### src/rtl/rf_write_arbiter.sv
// Two-source writeback arbiter for the decode-stage register file write port.
// Each source parks one write in a holding slot; round-robin picks one per cycle.
module rf_write_arbiter #(
   parameter int DATA_W = 32,
   parameter int IDX_W  = 5,
   parameter int CNT_W  = 16
) (
   input  logic              clk,
   input  logic              rst_n,
   input  logic              a_valid,
   output logic              a_ready,
   input  logic [IDX_W-1:0]  a_idx,
   input  logic [DATA_W-1:0] a_data,
   input  logic              b_valid,
   output logic              b_ready,
   input  logic [IDX_W-1:0]  b_idx,
   input  logic [DATA_W-1:0] b_data,
   output logic [IDX_W-1:0]  write_idx,
   output logic [DATA_W-1:0] write_data,
   output logic              rwrite,
   output logic [CNT_W-1:0]  conflict_cnt,
   output logic              busy
);

   typedef enum logic {
      SRC_A = 1'b0,
      SRC_B = 1'b1
   } src_e;

   logic              pend_a_q, pend_a_d;
   logic              pend_b_q, pend_b_d;
   logic [IDX_W-1:0]  idx_a_q, idx_a_d;
   logic [IDX_W-1:0]  idx_b_q, idx_b_d;
   logic [DATA_W-1:0] data_a_q, data_a_d;
   logic [DATA_W-1:0] data_b_q, data_b_d;
   src_e              last_q, last_d;
   logic              rwrite_q, rwrite_d;
   logic [IDX_W-1:0]  write_idx_q, write_idx_d;
   logic [DATA_W-1:0] write_data_q, write_data_d;
   logic [CNT_W-1:0]  cnt_q, cnt_d;

   logic              grant_a, grant_b;
   logic              acc_a, acc_b;
   logic [IDX_W-1:0]  gnt_idx;
   logic [DATA_W-1:0] gnt_data;

   // Grant looks only at the slots, so ready never depends on valid.
   always_comb begin
      grant_a = pend_a_q & (!pend_b_q | (last_q == SRC_B));
      grant_b = pend_b_q & (!pend_a_q | (last_q == SRC_A));
   end

   assign a_ready = !pend_a_q | grant_a;
   assign b_ready = !pend_b_q | grant_b;
   assign acc_a   = a_valid & a_ready;
   assign acc_b   = b_valid & b_ready;

   assign gnt_idx  = grant_a ? idx_a_q  : idx_b_q;
   assign gnt_data = grant_a ? data_a_q : data_b_q;

   always_comb begin
      pend_a_d     = pend_a_q;
      pend_b_d     = pend_b_q;
      idx_a_d      = idx_a_q;
      idx_b_d      = idx_b_q;
      data_a_d     = data_a_q;
      data_b_d     = data_b_q;
      last_d       = last_q;
      rwrite_d     = 1'b0;
      write_idx_d  = write_idx_q;
      write_data_d = write_data_q;
      cnt_d        = cnt_q;

      if (grant_a) begin
         pend_a_d = 1'b0;
         last_d   = SRC_A;
      end
      if (grant_b) begin
         pend_b_d = 1'b0;
         last_d   = SRC_B;
      end

      // A refill at the same edge as the grant keeps the slot occupied.
      if (acc_a) begin
         pend_a_d = 1'b1;
         idx_a_d  = a_idx;
         data_a_d = a_data;
      end
      if (acc_b) begin
         pend_b_d = 1'b1;
         idx_b_d  = b_idx;
         data_b_d = b_data;
      end

      // Writes to register 0 consume the grant but never reach the file.
      if ((grant_a | grant_b) && (gnt_idx != '0)) begin
         rwrite_d     = 1'b1;
         write_idx_d  = gnt_idx;
         write_data_d = gnt_data;
      end

      if (pend_a_q & pend_b_q && (cnt_q != {CNT_W{1'b1}}))
         cnt_d = cnt_q + CNT_W'(1);
   end

   always_ff @(posedge clk or negedge rst_n) begin
      if (!rst_n) begin
         pend_a_q     <= 1'b0;
         pend_b_q     <= 1'b0;
         idx_a_q      <= '0;
         idx_b_q      <= '0;
         data_a_q     <= '0;
         data_b_q     <= '0;
         last_q       <= SRC_B;
         rwrite_q     <= 1'b0;
         write_idx_q  <= '0;
         write_data_q <= '0;
         cnt_q        <= '0;
      end else begin
         pend_a_q     <= pend_a_d;
         pend_b_q     <= pend_b_d;
         idx_a_q      <= idx_a_d;
         idx_b_q      <= idx_b_d;
         data_a_q     <= data_a_d;
         data_b_q     <= data_b_d;
         last_q       <= last_d;
         rwrite_q     <= rwrite_d;
         write_idx_q  <= write_idx_d;
         write_data_q <= write_data_d;
         cnt_q        <= cnt_d;
      end
   end

   assign rwrite       = rwrite_q;
   assign write_idx    = write_idx_q;
   assign write_data   = write_data_q;
   assign conflict_cnt = cnt_q;
   assign busy         = pend_a_q | pend_b_q | rwrite_q;

endmodule

### config.mk
export PLATFORM = sky130hd
export DESIGN_NAME = rf_write_arbiter
export DESIGN_NICKNAME = d
export VERILOG_FILES = /design/src/rtl/rf_write_arbiter.sv
export SDC_FILE = /design/constraint.sdc
export NUM_CORES = 1
export LEC_CHECK = 0
export ABC_AREA = 1
export CORE_UTILIZATION = 35
export CTS_CLUSTER_SIZE = 14
export DETAILED_ROUTE_END_ITERATION = 8
export HOLD_SLACK_MARGIN = 0.02
export SKIP_CTS_REPAIR_TIMING = 1
export SLEW_MARGIN = 20
export SYNTH_ARGS = -nofsm -noshare
export SYNTH_HDL_FRONTEND = slang
export SYNTH_SLANG_ARGS = --single-unit
### constraint.sdc
create_clock -name clk -period 2.12 [get_ports clk]
set_input_delay 0.212 -clock clk [delete_from_list [all_inputs] [get_ports clk]]
set_output_delay 0.212 -clock clk [all_outputs]
set_load 0.05 [all_outputs]
==> results.md <==
* Mapped Nets at 693
* Worst min path class: input pin to async pin
* I/O Buffers at 134
* Placement row count at 46
* Starting Density at 0.362
* WL final at 15000 um
* Slew headroom at 0.562
* Final setup violation count at 0
* Root Buffer: clkbuf_16
* Largest net degree at the start of global routing at 60
* Chip Width at 131 um
* Inst Count DP at 953
* Reg clk slew, reported paths at 60 ps
* Syn avg cell area at 9.48 sq um
* Least-Margin Pin Slew at 651 ps
* Fin crit period at 1990 ps
* Max-cap violations at 0
* Post-synth EDFFs at 0
* Synth Area in Simple Gates at 0.222
* Adder-cell share of the synthesized area at 0.00215
* LEAKAGE at 3.76 nW
* Final worst slack at 129 ps
* Fin. Hold Viols at 0
* Post-synthesis compound-gate area fraction at 0.0370
* TritonCTS Buffers at 17
* Vias at 4684
* Post-route cell area at 8140 sq um
* ANT cells at 0
* Seq cells post-synth at 131
* H-tree levels at 4
* Top cells by area, synth: dfrtp_1, nand2_1, mux2_2
* Critical path capture point type: output pin
* Top Ports at 135
* Total Nets Final at 836
* Setup WS pre-CTS at 96.1 ps
* Total congestion overflow at 0
* Post-synth ARST share at 1.00
* Die height at 131 um
* Post-Syn Instances at 614
* Reg2reg path depth at 11
* DRT iter0 DRCs at 370
* Pre-Repair DR Iteration Count at 4
* Worst-skew pair later-pin latency at 420 ps
* Mapped Area at 5820 sq um
* Number of clock sinks at 131
* Fmax achieved at 0.502 GHz
* Non-filler cells, final at 986
* Global-route wire length before repair at 23600 um
* Residual DRC at 0
* DR WL/cell at 15.2 um
* All-Layer GR Usage at 0.185
* Max IR drop VDD at 0.933 mV
* Core area at 16100 sq um
* Post-synth top area share at 0.559
* Clock Tree Buf Depth at 2
* Top cell type by total area after synthesis: dfrtp_1
* Die area at 17200 sq um
* DP Area at 7470 sq um
* Post-synthesis mux area share at 0.108
* CP Launch Type: flop
* Crit path DAT at 1780 ps
* Area Growth Syn to Fin at 39.8%
* CTS tree: yes
* Initial antenna violation count at 1
* GP Congestion at 0.791
* Period utilization at 0.939
* Largest fanout on the critical path at 20
* Sequential area share after synthesis at 0.563
* Xor/xnor share of the synthesized area at 0.0120
* Status: finished, final reports clean
* Synth cell types at 27
* Vias in the first global route at 4665
* Synthesis Warnings at 0
* Final max-slew violation count at 0
* Detail Placement HPWL at 10900 um
* Antenna viol nets, final at 0
* Proportion of layout cells with a drive suffix above 1 at 0.162
* Crit path required time at 1910 ps
* Skew final at 9.79 ps
* Vias per cell at 4.75
* Critical path type: flop to output pin
* Prevailing post-synth register cell: dfrtp_1
* Largest family of logic cells by synthesized area: simple AND/OR/NAND/NOR gates
* Final Util at 0.507
* PwrDens at 1510 nW/um^2
## registers in the layout (all words and copies together) (netlist names), 5 cells and up
name and flops:
data_a_q 32, data_b_q 32, write_data 32, conflict_cnt 16, idx_a_q 5, idx_b_q 5
write_idx 5
## worst paths after layout
check | from | end | slack, ps
min in group clk | a_idx[1] | idx_a_q[1] | 380
max in group asynchronous | rst_n | conflict_cnt[9] | 1060
max | pend_a_q | busy | 130
min reg2reg | write_data[30] | write_data[30] | 470
min | rst_n | data_a_q[16] | 330
max reg2reg | last_q | write_data[23] | 170
## cells in the mapped netlist (2+ instances only)
cell type / n
nand3_1: 74
nor3_1: 5
inv_2: 2
a21oi_1: 18
clkbuf_1: 7
dfrtp_1: 130
nand2_1: 190
nand4_1: 3
mux2_2: 56
inv_1: 35
o21ai_0: 21
xor2_1: 5
or2_2: 2
nand2_2: 3
buf_6: 4
xnor2_1: 3
buf_2: 12
buf_1: 5
buf_4: 4
nor2_1: 28
## routing by layer
metal / GRT usage / vias up / part of all wire
li1: - / 2274 / -
met1: 0.231 / 2243 / 0.44
met4: 0.0676 / 2 / 0.011
met2: 0.291 / 150 / 0.47
met5: 0 / - / 0.00087
met3: 0.0717 / 15 / 0.080
## metrics by stage
step	hold WS, ps	power, W	TNS (ps)
detailed placement	226	0.00911	0
global route	378	0.0130	-3.16
floorplan	-83.6	0.00730	0
finish	334	0.0123	0
global placement	219	0.00897	0
CTS	-229	0.0124	0
## kinds of logic after synthesis
family	count (synthesis)
compound gates	41
xor+xnor	8
fa+ha+maj	1
buf+inv	69
flops	131
mux	56
simple gates	308
## report_power, final
| part | internal [W] | switching [W] | leakage, nW |
|---|---|---|---|
| logic | 0.00188 | 0.00329 | 1.89 |
| clock network | 0.00217 | 0.00105 | 0.320 |
| registers | 0.00334 | 0.000553 | 1.56 |
| total | 0.00739 | 0.00490 | 3.76 |
## critical path, stage by stage (launching register included)
cell and delay [ps]:
dfrtp_1 440, buf_4 240, nor2_2 160, inv_2 60, or2_2 300, buf_12 160
## cell usage in the layout, fill, tap and decap left out, drive strengths merged, types with 2 or more instances in the layout
cell           instances
a21oi                 18
nand4                  3
inv                   37
clkinv                 4
mux2                  56
clkdlybuf4s50        130
nand3                 74
clkbuf                22
nor3                   6
nand2                193
or2                    2
xnor2                  3
o21ai                 22
dfrtp                130
buf                   25
bufinv                 5
nor2                  28
xor2                   5
## layout make-up
type                       instances  area, sq um
timing repair buffer             156         1550
tap                              216          270
clock buffer                      22          474
fill                            1437         7920
clock inverter                    10          178
sequential                       131         3280
multi-input combinational        414         2240
inverter                          37          139
Power figures use the tool's default switching activity.
